$ cat config.mk
export PLATFORM = sky130hd
export DESIGN_NAME = down_timer
export DESIGN_NICKNAME = d
export VERILOG_FILES = /design/src/rtl/down_timer.sv
export SDC_FILE = /design/constraint.sdc
export NUM_CORES = 1
export LEC_CHECK = 0
export ABC_AREA = 1
export BUFFER_PORTS_ARGS = -buffer_cell sky130_fd_sc_hd__clkbuf_2
export CORE_AREA = 3 3 54 56
export CTS_CLUSTER_SIZE = 30
export DETAILED_ROUTE_END_ITERATION = 6
export DIE_AREA = 0 0 57 59
export PLACE_DENSITY = 0.7
export SLEW_MARGIN = 20
export SYNTH_ARGS = -nofsm -noshare
export SYNTH_HDL_FRONTEND = slang
export SYNTH_SLANG_ARGS = --single-unit
$ cat constraint.sdc
create_clock -name clk -period 1.5 [get_ports clk]
set_input_delay 0.15 -clock clk [delete_from_list [all_inputs] [get_ports clk]]
set_output_delay 0.15 -clock clk [all_outputs]
set_load 0.005 [all_outputs]
$ cat src/rtl/down_timer.sv
// Loadable down-counting timer with a registered terminal-count borrow pulse.
// Counts a programmed value to zero, then stops (DONE) or reloads and keeps running.
module down_timer #(
    parameter int WIDTH = 8
) (
    input  logic             clk,
    input  logic             reset,
    input  logic             load,
    input  logic [WIDTH-1:0] load_value,
    input  logic             start,
    input  logic             hold,
    input  logic             auto_reload,
    output logic [WIDTH-1:0] count,
    output logic             borrow,
    output logic             busy,
    output logic             paused,
    output logic             done,
    output logic [1:0]       state_dbg
);

    // Control interface: load and start are single-cycle strobes sampled on the
    // rising edge; load beats start, start beats hold. hold is a level that only
    // matters while a run is active. There is no back-pressure: every strobe is
    // accepted or ignored in the cycle it is presented.

    localparam logic [1:0] S_IDLE   = 2'd0;
    localparam logic [1:0] S_RUN    = 2'd1;
    localparam logic [1:0] S_PAUSED = 2'd2;
    localparam logic [1:0] S_DONE   = 2'd3;

    logic [1:0]       state;
    logic [WIDTH-1:0] reload_q;
    logic             active;
    logic             at_zero;

    assign active  = (state == S_RUN) || (state == S_PAUSED);
    assign at_zero = (count == '0);

    always_ff @(posedge clk) begin
        if (reset) begin
            count    <= '0;
            reload_q <= '0;
            borrow   <= 1'b0;
            state    <= S_IDLE;
        end else if (load) begin
            count    <= load_value;
            reload_q <= load_value;
            borrow   <= 1'b0;
            state    <= S_IDLE;
        end else begin
            borrow <= 1'b0;
            case (state)
                S_IDLE, S_DONE: begin
                    // Count is left alone here; the first decrement happens one
                    // cycle after RUN is entered.
                    if (start) begin
                        state <= S_RUN;
                    end
                end
                S_RUN, S_PAUSED: begin
                    if (hold) begin
                        state <= S_PAUSED;
                    end else begin
                        state <= S_RUN;
                        if (!at_zero) begin
                            count <= count - 1'b1;
                        end else begin
                            borrow <= 1'b1;
                            if (auto_reload) begin
                                count <= reload_q;
                            end else begin
                                state <= S_DONE;
                            end
                        end
                    end
                end
                default: state <= S_IDLE;
            endcase
        end
    end

    assign busy      = active;
    assign paused    = (state == S_PAUSED);
    assign done      = (state == S_DONE);
    assign state_dbg = state;

endmodule

==> qor.csv <==
metric,value,unit
status,finished clean,
worst vdd ir,0.896,mV
# rows,18,
die area,3360,um2
max frequency,0.716,GHz
setup_tns,0,ns
"most common cell after layout, fill and taps aside",nand2_1,
Yosys cell types,24,
largest net degree at the start of global routing,14,
number of global-route vias before repair,1203,
first drt pass iteration count,4,
via count,1184,
die height,59,um
chip width,57,um
share of cells above drive strength 1,25.6,%
ANT nets after route,0,
"Clk Latency, worst-skew pair",0.30,ns
Startpoint Class,flop,
"Seq/Total Area, Yosys",34.4,%
HPWL after detailed placement,2160,um
first-pass GRT wire length,4730,um
#FFs+latches synth,19,
maximum fanout along the worst path,4,
top_reg_cell synth,dfxtp_1,
"most used cell, CP",inv_1,
PortBufs,27,
# DRC,0,
maxcap violations,0,
crit path cell chain,"inv_1, ha_1, inv_1, clkbuf_2",
area of the core,2480,um2
Tmin final,1.40,ns
Post-Route WL,2780,um
CP Capture Type,output pin,
mapped cell area,1110,um2
YS warnings,0,
"EDFF count, synth",0,
RSZ-0062 raised after global routing,no,
final slew viol count,0,
CTS Buf Count,3,
Setup-failing EPs final,0,
Static Leak,0.746,nW
type of the worst setup path,flop to output pin,
antenna violations before repair,0,
CTS Hold Bufs,0,
H-Tree Depth,1,
final critical-path share of the clock period,93.1,%
Worst Hold Class,input port to flop,
Util after Layout,55.6,%
# IOs,28,
syn_area_per_cell,6.51,um2
highest-delay cell along the critical path,dfxtp_1,
Layout Area Growth over Synthesis,24.5,%
Crit path required time,1.35,ns
Critical Path AT,1.25,ns
Antenna diodes,0,
syn nets,188,
CTS tree,done,
Root Driver,clkbuf_4,
Initial DRC Count,50,
Post-synth ARST share,0,%
fin nets,226,
Least-Margin Pin Slew,0.317,ns
final setup skew,0.00472,ns
most frequent cells in the layout,"43 x nand2_1, 27 x clkbuf_2, 24 x inv_1, 24 x nor2_1, 19 x dfxtp_1",
Worst-path clk slew,0.11,ns
remaining global-route overflow,0,
Avg WL per Cell,11.7,um
clock sinks,19,
GRT Util Overall,17.7,%
Hold Fails Final Rpt,0,
Syn Inst Count,170,
CTS Buffer Depth,2,
Initial Util,44.6,%
CP top delay family,flip-flops,
gp weighted congestion,0.877,
Slew HR,78.8,%
Crit path largest cell delay,0.34,ns
PwrDens,1000,nW/um2
drt via density,5.00,
"Buf+Inv Stages, Crit Path",3,
==> state kept, by name, summed over array words and instances (netlist names) <==
name	cells
reload_q	8
count	8
state_dbg	2
borrow	1
==> where the power goes <==
part           leakage [nW]  switching [mW]  internal [mW]
sequential            0.157          0.0317          0.548
clock                0.0150           0.162          0.104
combinational         0.574           0.328          0.211
==> layer usage <==
layer | global-route usage (%) | up-vias | wire length, um
met5 | 0 | - | 0
met3 | 4.58 | 6 | 156
met1 | 20.2 | 527 | 1240
met2 | 31.5 | 37 | 1350
met4 | 6.95 | 0 | 36
li1 | - | 614 | -
==> worst paths after layout <==
check	from	endpoint	slack, ns	depth (start not counted)
setup / recovery	state_dbg[0]	busy	0.10	4
hold / removal	start	state_dbg[0]	0.09	3
setup reg to reg	count[0]	count[4]	0.12	8
hold reg to reg	reload_q[4]	reload_q[4]	0.47	2
==> cell families (layout without fill, tap and decap cells) <==
family                   count (synthesis)  count (layout)  synth area share, %
XOR/XNOR                                 1               1                0.792
adder cells (fa/ha/maj)                  4               4                 4.53
flip-flops                              19              19                 34.4
AO/OA/AOI/OAI                           29              29                 14.6
buffers and inverters                   30              66                 11.2
AND/OR/NAND/NOR                         87              88                 34.5
==> worst min-delay path: stages <==
cell      delay, ns
clkbuf_2       0.09
o211ai_1       0.08
nand2_1        0.06
==> synthesized netlist by cell type (2+ instances only) <==
library cell	number	area share, %
inv_2	2	0.68
nand4_1	3	1.7
inv_1	24	8.1
dfxtp_1	19	34
ha_1	4	4.5
o21ai_0	7	3.2
nand2_1	44	15
a21oi_2	2	1.6
nor2_2	2	1.1
nor2_1	25	8.5
nand3_1	8	3.6
a21oi_1	14	6.3
nand2_2	2	1.1
o22ai_1	4	2.3
==> stage by stage <==
stage | cells | hold WS (ns) | total power, mW | area (um2) | setup slack (ns)
2_1_floorplan | 170 | 0.289 | 0.940 | 1110 | 0.0854
3_3_place_gp | 232 | 0.397 | 1.09 | 1320 | 0.0473
3_5_place_dp | 232 | 0.404 | 1.10 | 1320 | 0.0390
4_1_cts | 236 | 0.0831 | 1.37 | 1350 | 0.0160
5_1_grt | 237 | 0.107 | 1.48 | 1380 | 0.00506
6_report | 237 | 0.0888 | 1.38 | 1380 | 0.103
==> area by class of cell <==
| class | instances | area, um2 |
|---|---|---|
| repair buffers | 35 | 195 |
| inverters | 27 | 104 |
| fillers | 263 | 1100 |
| flip-flops and latches | 19 | 380 |
| well taps | 30 | 37.5 |
| multi-input cells | 122 | 634 |
| clock buffers | 4 | 26.3 |
==> what timing repair did <==
| item | 4_1_cts | 5_1_grt |
|---|---|---|
| endpoints found under the setup margin | 0 | 8 |
| resized for setup | 0 | 7 |
| hold endpoints to repair | 0 | 0 |
| setup buffers | 0 | 0 |
(Power assumes the default switching activity.)
